==> src/rtl/mem_stage_ctrl.sv <==
// mem_stage_ctrl: MEM-stage sequencer between the EX/MEM register and writeback.
// Issues one req/ack data-bus transaction per load/store, stalls upstream while it
// is in flight, aborts on a bus timeout, and loads the MEM/WB result registers.
// Optional build macro: MEM_ALIGN_CHECK_EN. When it is defined, a misaligned load
// or store retires at once without a bus access and pulses align_err.
module mem_stage_ctrl #(
  parameter int TIMEOUT_CYCLES = 16
) (
  input  logic        clk,
  input  logic        reset,
  input  logic        ex_mem_wr,
  input  logic        ex_mem_rd,
  input  logic        ex_reg_wr,
  input  logic [1:0]  ex_mem_to_reg,
  input  logic [4:0]  ex_reg_dst,
  input  logic [31:0] ex_alu_result,
  input  logic [31:0] ex_write_data,
  input  logic [31:0] ex_next_pc,
  input  logic [31:0] bus_rdata,
  input  logic        bus_ack,
  output logic        bus_req,
  output logic        bus_we,
  output logic [31:0] bus_addr,
  output logic [31:0] bus_wdata,
  output logic        mem_stall,
  output logic        bus_err,
  output logic        align_err,
  output logic        wb_valid,
  output logic        wb_reg_wr,
  output logic [1:0]  wb_mem_to_reg,
  output logic [4:0]  wb_reg_dst,
  output logic [31:0] wb_alu_result,
  output logic [31:0] wb_read_data,
  output logic [31:0] wb_next_pc
);
  localparam int CW = $clog2(TIMEOUT_CYCLES + 1);

  typedef enum logic [1:0] {IDLE, ACCESS, DONE} state_t;

  // Writeback control carried across the access while EX/MEM is frozen
  typedef struct packed {
    logic        reg_wr;
    logic [1:0]  mem_to_reg;
    logic [4:0]  reg_dst;
    logic [31:0] alu_result;
    logic [31:0] next_pc;
  } wb_ctl_t;

  state_t        state, state_nxt;
  wb_ctl_t       ex_ctl, hold;
  logic [CW-1:0] cnt;
  logic [31:0]   rdata_q;
  logic          mem_op, misalign, start, tmo;

  assign ex_ctl = {ex_reg_wr, ex_mem_to_reg, ex_reg_dst, ex_alu_result, ex_next_pc};
  assign mem_op = ex_mem_rd | ex_mem_wr;

`ifdef MEM_ALIGN_CHECK_EN
  assign misalign = |ex_alu_result[1:0];
`else
  assign misalign = 1'b0;
`endif

  // A misaligned op (checking enabled) retires like an ALU op instead of going to the bus
  assign start = mem_op & ~misalign;
  assign tmo   = (cnt == CW'(TIMEOUT_CYCLES - 1));

  // State register
  always_ff @(posedge clk or negedge reset) begin
    if (!reset) state <= IDLE;
    else        state <= state_nxt;
  end

  // Next state and the combinational stall; stall is held off while in reset
  always_comb begin
    state_nxt = state;
    mem_stall = 1'b0;
    case (state)
      IDLE: begin
        mem_stall = start;
        if (start) state_nxt = ACCESS;
      end
      ACCESS: begin
        mem_stall = 1'b1;
        if (bus_ack || tmo) state_nxt = DONE;
      end
      DONE:    state_nxt = IDLE;
      default: state_nxt = IDLE;
    endcase
    if (!reset) mem_stall = 1'b0;
  end

  // Bus request, holding registers, timeout counter and MEM/WB registers
  always_ff @(posedge clk or negedge reset) begin
    if (!reset) begin
      bus_req       <= 1'b0;
      bus_we        <= 1'b0;
      bus_addr      <= '0;
      bus_wdata     <= '0;
      bus_err       <= 1'b0;
      align_err     <= 1'b0;
      cnt           <= '0;
      hold          <= '0;
      rdata_q       <= '0;
      wb_valid      <= 1'b0;
      wb_reg_wr     <= 1'b0;
      wb_mem_to_reg <= '0;
      wb_reg_dst    <= '0;
      wb_alu_result <= '0;
      wb_read_data  <= '0;
      wb_next_pc    <= '0;
    end else begin
      bus_err   <= 1'b0;
      align_err <= 1'b0;
      case (state)
        IDLE: begin
          cnt <= '0;
          if (start) begin
            // Read wins when both are set: the write is suppressed
            bus_req   <= 1'b1;
            bus_we    <= ex_mem_wr & ~ex_mem_rd;
            bus_addr  <= ex_alu_result;
            bus_wdata <= ex_write_data;
            hold      <= ex_ctl;
            wb_valid  <= 1'b0;
          end else begin
            wb_valid      <= 1'b1;
            wb_reg_wr     <= ex_reg_wr & ~(mem_op & misalign);
            wb_mem_to_reg <= ex_mem_to_reg;
            wb_reg_dst    <= ex_reg_dst;
            wb_alu_result <= ex_alu_result;
            wb_read_data  <= '0;
            wb_next_pc    <= ex_next_pc;
            align_err     <= mem_op & misalign;
          end
        end
        ACCESS: begin
          cnt      <= cnt + 1'b1;
          wb_valid <= 1'b0;
          if (bus_ack) begin
            // An ack on the timeout cycle still counts as success
            rdata_q <= bus_we ? '0 : bus_rdata;
            bus_req <= 1'b0;
          end else if (tmo) begin
            rdata_q <= '0;
            bus_err <= 1'b1;
            bus_req <= 1'b0;
          end
        end
        DONE: begin
          cnt           <= '0;
          wb_valid      <= 1'b1;
          wb_reg_wr     <= hold.reg_wr;
          wb_mem_to_reg <= hold.mem_to_reg;
          wb_reg_dst    <= hold.reg_dst;
          wb_alu_result <= hold.alu_result;
          wb_read_data  <= rdata_q;
          wb_next_pc    <= hold.next_pc;
        end
        default: cnt <= '0;
      endcase
    end
  end

endmodule
==> config.mk <==
export PLATFORM = sky130hd
export DESIGN_NAME = mem_stage_ctrl
export DESIGN_NICKNAME = d
export VERILOG_FILES = /design/src/rtl/mem_stage_ctrl.sv
export SDC_FILE = /design/constraint.sdc
export NUM_CORES = 1
export LEC_CHECK = 0
export BUFFER_PORTS_ARGS = -buffer_cell sky130_fd_sc_hd__buf_2
export CAP_MARGIN = 20
export CELL_PAD_IN_SITES_DETAIL_PLACEMENT = 2
export CELL_PAD_IN_SITES_GLOBAL_PLACEMENT = 2
export CORE_ASPECT_RATIO = 1.2
export CORE_MARGIN = 5
export CORE_UTILIZATION = 32
export CTS_CLUSTER_DIAMETER = 100
export CTS_CLUSTER_SIZE = 14
export DETAILED_ROUTE_END_ITERATION = 12
export GPL_TIMING_DRIVEN = 0
export HOLD_SLACK_MARGIN = 0.08
export PLACE_DENSITY_LB_ADDON = 0.1
export SYNTH_ARGS = -nofsm -noshare
export SYNTH_HDL_FRONTEND = slang
export SYNTH_SLANG_ARGS = --single-unit
export TNS_END_PERCENT = 10
==> constraint.sdc <==
create_clock -name clk -period 2.25 [get_ports clk]
set_input_delay 0.45 -clock clk [delete_from_list [all_inputs] [get_ports clk]]
set_output_delay 0.45 -clock clk [all_outputs]
set_load 0.01 [all_outputs]
==> results of run 1 <==
[layer usage]
layer	wire length, µm	up-vias	part of all wire (%)
li1	-	3812	-
met1	13300	4107	40
met2	17200	188	52
met3	2010	34	6.1
met4	418	10	1.3
met5	38	-	0.12
[Yosys cell counts (all sizes together)]
cell      n  share of area (%)
and3b     1              0.083
mux2i     1              0.094
clkbuf   27               0.96
buf      63                3.9
nand2   377                 13
xnor2     1              0.083
a22o     32                2.6
conb      1              0.035
nor3      1              0.047
nand3     1              0.047
and2      4               0.24
a21oi     5               0.27
nor3b     2               0.25
inv       4               0.14
mux2    145                 15
nor2b     3               0.18
o21ai    36                1.7
nor2      3               0.11
and3      1              0.059
xor2      1              0.083
ha        7               0.83
dfrtp   251                 59
o21a      3               0.21
[final cells by class]
cell class | instances | area, µm² | area share [%]
buffer | 89 | 549 | 4.07
clock buffer | 22 | 529 | 3.92
inverter | 4 | 15.0 | 0.111
multi-input combinational | 625 | 3810 | 28.3
sequential | 251 | 6280 | 46.6
tap | 412 | 515 | 3.82
timing repair buffer | 328 | 1790 | 13.2
[worst register-to-register path, stage by stage, from the launching register on]
cell and delay, ns:
dfrtp_1 0.40, inv_2 0.11, ha_1 0.23, buf_2 0.29, buf_2 0.34, mux2_2 0.39, mux2_2 0.26
[power breakdown]
group	switching, mW	internal, mW
Clock	1.59	1.66
Combinational	4.70	3.87
Sequential	1.21	6.66
[logic make-up (layout without fill, tap and decap cells)]
logic type / after synthesis / count (layout) / share of synthesized area [%]
DFF: 251 / 251 / 59.3
and+or+nand+nor: 393 / 393 / 14.4
other: 1 / 1 / 0.0354
AOI/OAI and AO/OA: 76 / 76 / 4.83
muxes: 146 / 146 / 15.5
xor gates and xnor gates: 2 / 2 / 0.165
buffers and inverters: 94 / 443 / 5.00
adders and majority gates: 7 / 7 / 0.827
[final timing paths]
kind,start,to,slack [ns]
max,state[0]$_DFFE_PN0P_,mem_stall,0.1
min reg2reg,cnt[0]$_DFF_PN0_,cnt[0]$_DFF_PN0_,0.47
max reg2reg,state[0]$_DFFE_PN0P_,wb_alu_result[3]$_DFFE_PN0P_,0.13
min,reset,bus_wdata[27]$_DFFE_PN0P_,0.003
max in group asynchronous,reset,wb_next_pc[29]$_DFFE_PN0P_,0.63
min in group clk,ex_write_data[30],bus_wdata[30]$_DFFE_PN0P_,0.14
[timing repair]
action	4_1_cts	5_1_grt
endpoints found under the setup margin	112	63
gates resized for setup	17	18
setup buffers	5	2
endpoints found under the hold margin	41	41
pin swaps	2	2
[per-stage QoR]
stage                     cells  area, µm²  hold WS (ns)  worst slack [ns]
after floorplan             970      10600         0.154             0.300
after global placement     1695      12700         0.450             -4.34
after detailed placement   1697      12700         0.376            -0.247
after CTS                  1724      13400        -0.168           -0.0241
after global routing       1731      13500        0.0232           -0.0325
final                      1731      13500       0.00279            0.0967
==> summary.md, run 1 <==
| Metric | Value |
|---|---|
| Vias/cell | `between 4 and 5` |
| Die area | `0.0369 mm²` |
| Most used routing layer in global routing | `met2` |
| Critical Path Fanout Max | `10` |
| Total number of placement rows | `73` |
| #FFs+latches synth | `~250` |
| Sum of negative setup slack | `0 ns` |
| Cell class contributing the biggest share of worst-path delay | `buffers and inverters` |
| Via count of the routed design | `8151` |
| Netlist area before placement | `0.0106 mm²` |
| Slowest CP cell | `dfrtp_1` |
| Number of top-level pins | `315` |
| Met1 Usage GRT | `about a fifth` |
| Post-Syn Nets | `roughly 1.1k` |
| Final RePlAce weighted congestion | `between 0.7 and 0.8` |
| Wire length of the first global-routing pass | `roughly 52 mm` |
| Starting density of the core | `about a third` |
| GRT Util Overall | `17.4%` |
| Master cell of the clock root buffer | `clkbuf_16` |
| Antenna violations before repair | `5` |
| Core footprint | `0.0329 mm²` |
| Final core utilization | `about two fifths` |
| Hold Violations, Final | `0` |
| Final routed DRC violation total | `0` |
| Leak pwr | `7.03 nW` |
| DRC marker count from the first detailed-route iteration | `between 200 and 250` |
| Number of nets with antenna violations after routing | `0` |
| DR pass1 iterations | `4` |
| H-tree levels | `1` |
| Syn-to-layout area delta | `27.3%` |
| Number of flip-flops under the largest register name | `72` |
| Areal power density over the cells | `approximately 1500 mW/mm²` |
| Critical path cell sequence | `buf_4, ha_2, buf_6, o21a_1, buf_6` |
| Total wirelength of the detailed-routed design | `roughly 33 mm` |
| Clk_skew | `0.00713 ns` |
| Bufs on Longest Clock Path | `3` |
| Cts bufs inserted | `21` |
| CP Buf/Inv Count | `3` |
| Most frequent standard cell in the layout excluding fill and tap cells | `nand2_1` |
| DPL Wire Length | `24.3 mm` |
| Maximum number of pins on one net before global-route repair | `between 100 and 150` |
| Fillers | `approximately 3.6k` |
| Mean cell area of the mapped netlist | `between 10 and 15 µm²` |
| Crit path largest cell delay | `0.40 ns` |
| Met3 track demand over resource in global routing | `approximately 4.1%` |
| Clock latency reported for the late side of the worst-skew pair | `roughly 0.50 ns` |
| Pin slew with the least headroom to its limit | `between 0.9 and 1 ns` |
| YS warnings | `0` |
| Height of the die | `around 210 µm` |
| TritonCTS Sinks | `approximately 250` |
| Share of the clock period used by the worst path after layout | `between 90% and 100%` |
| Largest vdd supply drop | `roughly 0.45 mV` |
| Cells after synthesis | `970` |
| Fmax achieved | `~460 MHz` |
| Data required time of the critical path | `about 1.8 ns` |
| Data arrival, critical path | `roughly 1.7 ns` |
| Final setup fails | `0` |
| Net count of the finished layout | `1468` |
| Die Wd | `about 180 µm` |
| Outcome | `completed` |
| Most Frequent Cell on Critical Path | `buf_6` |
| Setup repair after global routing missed its margin | `true` |
| Count of different cell masters after synthesis | `30` |
| Met2 Usage GRT | `32.1%` |
| Top register by number of flip-flops | `hold` |
| Leftover overflow at the end of global routing | `0` |
| Worst Setup Path Type | `flip-flop to primary output` |
| Via count of the first global-routing pass | `between 9k and 10k` |
| Clock tree from TritonCTS | `done` |
| Critical path capture point type | `primary output` |
| Port Buf Inserts | `~310` |
| Worst Setup Start Kind | `flip-flop` |
| Clock Pin Slew Worst Setup and Hold Paths | `about 0.070 ns` |
| Number of inserted diodes | `0` |
| Most frequent cells in the layout | `nand2_1 (377), buf_2 (328), dfrtp_1 (251)` |
| Worst reg2reg path depth | `6` |
| Post-synthesis sequential area ratio | `around 59%` |
| Detailed-route wire length per cell | `around 19 µm` |
| Crit path time final | `2.15 ns` |
| Hold Path Class | `input port to async pin` |
| Fraction of layout cells with a size suffix above 1 | `roughly two fifths` |
| Final Total Pwr | `approximately 20 mW` |
| Depth of the critical timing path with buffers and inverters included | `5` |
| Relative slew margins | `between 30% and 40%` |
| Number of violations of the max-capacitance limit | `0` |
| Fin. max-slew vios | `0` |
(Power assumes the default switching activity.)
==> run 2, diff against run 1 <==
--- a/config.mk
+++ b/config.mk
@@ -7,3 +7,2 @@
 export LEC_CHECK = 0
-export BUFFER_PORTS_ARGS = -buffer_cell sky130_fd_sc_hd__buf_2
 export CAP_MARGIN = 20
@@ -13,3 +12,3 @@
 export CORE_MARGIN = 5
-export CORE_UTILIZATION = 32
+export CORE_UTILIZATION = 39
 export CTS_CLUSTER_DIAMETER = 100
@@ -17,2 +16,3 @@
 export DETAILED_ROUTE_END_ITERATION = 12
+export DONT_BUFFER_PORTS = 1
 export GPL_TIMING_DRIVEN = 0
==> constraint.sdc (replaced) <==
create_clock -name clk -period 2.25 [get_ports clk]
set_input_delay 0.675 -clock clk [delete_from_list [all_inputs] [get_ports clk]]
set_output_delay 0.675 -clock clk [all_outputs]
set_load 0.01 [all_outputs]
==> summary.md, run 2 (synthesized netlist as in run 1, its figures left out) <==
| Metric | Value |
|---|---|
| Outcome | `finished, violations left` |
| Violations in the final reports | `negative hold slack, negative setup slack` |
| GRT Util Overall | `19.0% (+1.6 points)` |
| Die area | `0.0306 mm² (-17%)` |
| Share of the clock period used by the worst path after layout | `104% (+7.8 points)` |
| Maximum number of pins on one net before global-route repair | `253 (+130%)` |
| Critical path capture point type | `primary output` |
| DPL Wire Length | `21.2 mm (-13%)` |
| Critical Path Fanout Max | `6 (-4)` |
| Met3 track demand over resource in global routing | `6.81% (+2.7 points)` |
| Hold Path Class | `input port to async pin` |
| Sequential cell area in the final layout | `0.00628 mm² (unchanged)` |
| Antenna violations before repair | `0 (-5)` |
| Largest vdd supply drop | `0.538 mV (+18%)` |
| Die Wd | `160 µm (-8.9%)` |
| Met2 Usage GRT | `34.8% (+2.7 points)` |
| Most used routing layer in global routing | `met2` |
| Core footprint | `0.0269 mm² (-18%)` |
| Net count of the finished layout | `1147 (-22%)` |
| Syn-to-layout area delta | `10.4%` |
| Total wirelength of the detailed-routed design | `29.7 mm (-10%)` |
| Areal power density over the cells | `1550 mW/mm² (+6.5%)` |
| Pin slew with the least headroom to its limit | `0.735 ns (-0.185 ns)` |
| Multi-input gate area in the final layout | `0.00383 mm² (+0.46%)` |
| Clock tree from TritonCTS | `done` |
| Fillers | `2838 (-21%)` |
| Final setup fails | `1 (+1)` |
| Leftover overflow at the end of global routing | `0 (unchanged)` |
| DR pass1 iterations | `6 (+2)` |
| Number of violations of the max-capacitance limit | `0 (unchanged)` |
| Number of flip-flops under the largest register name | `72 (unchanged)` |
| Post-route worst hold slack | `-0.129 ns (-0.132 ns)` |
| Bufs on Longest Clock Path | `3 (unchanged)` |
| Height of the die | `191 µm (-9.0%)` |
| Wire length of the first global-routing pass | `46.3 mm (-11%)` |
| Number of inserted diodes | `0 (unchanged)` |
| Met1 Usage GRT | `21.2% (+0.22 points)` |
| Cts bufs inserted | `21 (unchanged)` |
| DRC marker count from the first detailed-route iteration | `170 (-21%)` |
| Clock Pin Slew Worst Setup and Hold Paths | `0.07 ns (about the same)` |
| Slowest CP cell | `dfrtp_1` |
| Detailed-route wire length per cell | `22.2 µm (+16%)` |
| Crit path time final | `2.33 ns (+0.176 ns)` |
| Number of nets with antenna violations after routing | `0 (unchanged)` |
| Relative slew margins | `50.7% (+12 points)` |
| Total number of placement rows | `66 (-9.6%)` |
| Number of top-level pins | `315 (unchanged)` |
| Worst Setup Start Kind | `flip-flop` |
| Most frequent cells in the layout | `nand2_1 (377), dfrtp_1 (251), mux2_2 (117)` |
| Top register by number of flip-flops | `hold` |
| Starting density of the core | `39.4% (+7.1 points)` |
| Worst Setup Path Type | `flip-flop to primary output` |
| Crit path largest cell delay | `0.40 ns (about the same)` |
| Setup repair after global routing missed its margin | `true` |
| Fin. max-slew vios | `0 (unchanged)` |
| Hold Violations, Final | `251 (+251)` |
| Leak pwr | `5.65 nW (-20%)` |
| Final core utilization | `43.5% (+2.4 points)` |
| Master cell of the clock root buffer | `clkbuf_16` |
| Worst reg2reg path depth | `7 (+1)` |
| Clk_skew | `0.0239 ns (+0.0168 ns)` |
| Data arrival, critical path | `1.65 ns (-0.05 ns)` |
| Critical path cell sequence | `inv_2, ha_4, o21a_1, buf_8, o21a_4` |
| Final Total Pwr | `18.2 mW (-7.6%)` |
| Vias/cell | `5.21 (+11%)` |
| Sum of negative setup slack | `-0.0795 ns (-0.0795 ns)` |
| Fraction of layout cells with a size suffix above 1 | `22.0% (-19 points)` |
| Via count of the first global-routing pass | `7959 (-14%)` |
| Worst-case setup margin in the final layout | `-0.0795 ns (-0.176 ns)` |
| Clock latency reported for the late side of the worst-skew pair | `0.52 ns (+0.02 ns)` |
| Port Buf Inserts | `0 (-100%)` |
| Final RePlAce weighted congestion | `0.738 (-3.3%)` |
| Via count of the routed design | `6979 (-14%)` |
| Data required time of the critical path | `1.57 ns (-0.23 ns)` |
| Final routed DRC violation total | `0 (unchanged)` |
| TritonCTS Sinks | `251 (unchanged)` |
| Most frequent standard cell in the layout excluding fill and tap cells | `nand2_1` |
| Fmax achieved | `429 MHz (-7.6%)` |
| H-tree levels | `1 (unchanged)` |
-- run 2: timing repair --
action	CTS	global route
cloned	0	0
hold endpoints to repair	251	251
buffers inserted	4	3
endpoints found under the setup margin	155	140
gates resized for setup	14	29
pin swaps	0	1
-- run 2: path summary, 6_finish.rpt --
path	endpoint	slack (ns)	from
max	mem_stall	-0.08	state[1]$_DFFE_PN0P_
min	hold[46]$_DFFE_PN0P_	-0.13	reset
max reg2reg	wb_alu_result[8]$_DFFE_PN0P_	0.07	state[0]$_DFFE_PN0P_
min reg2reg	cnt[0]$_DFF_PN0_	0.46	cnt[0]$_DFF_PN0_
max in group asynchronous	wb_read_data[29]$_DFFE_PN0P_	1.95	reset
min in group clk	bus_we$_DFFE_PN0P_	0.25	ex_mem_rd
-- run 2: area by class of cell --
type                       instances  share of cell area (%)
buffer                            89                    4.76
clock buffer                      22                    4.52
clock inverter                     1                  0.0749
inverter                           4                   0.128
multi-input combinational        625                    32.7
sequential                       251                    53.7
tap                              340                    3.64
timing repair buffer               7                   0.449
-- run 2: critical path: cells and delay by family, from the launching register on --
family / cells / cell delay, ns
AO/OA/AOI/OAI: 2 / 0.31
adder cells (fa/ha/maj): 1 / 0.19
flip-flops: 1 / 0.40
buffers and inverters: 2 / 0.24
-- run 2: stage by stage --
step	instance area, µm²	instances	hold slack, ns	setup WS, ns
2_1_floorplan	10600	970	0.379	0.249
3_3_place_gp	11000	1310	0.386	-0.269
3_5_place_dp	11000	1310	0.386	-0.316
4_1_cts	11600	1337	-0.165	-0.216
5_1_grt	11700	1339	-0.163	-0.154
6_report	11700	1339	-0.129	-0.0795
-- run 2: power breakdown --
part | internal [mW] | switching, mW
combinational | 2.83 | 3.26
sequential | 6.66 | 2.14
clock | 1.66 | 1.61
-- run 2: layer usage --
metal	vias up	wire length [µm]
met5	-	0
met3	35	2590
met1	3579	10900
met4	0	625
met2	192	15600
li1	3173	-
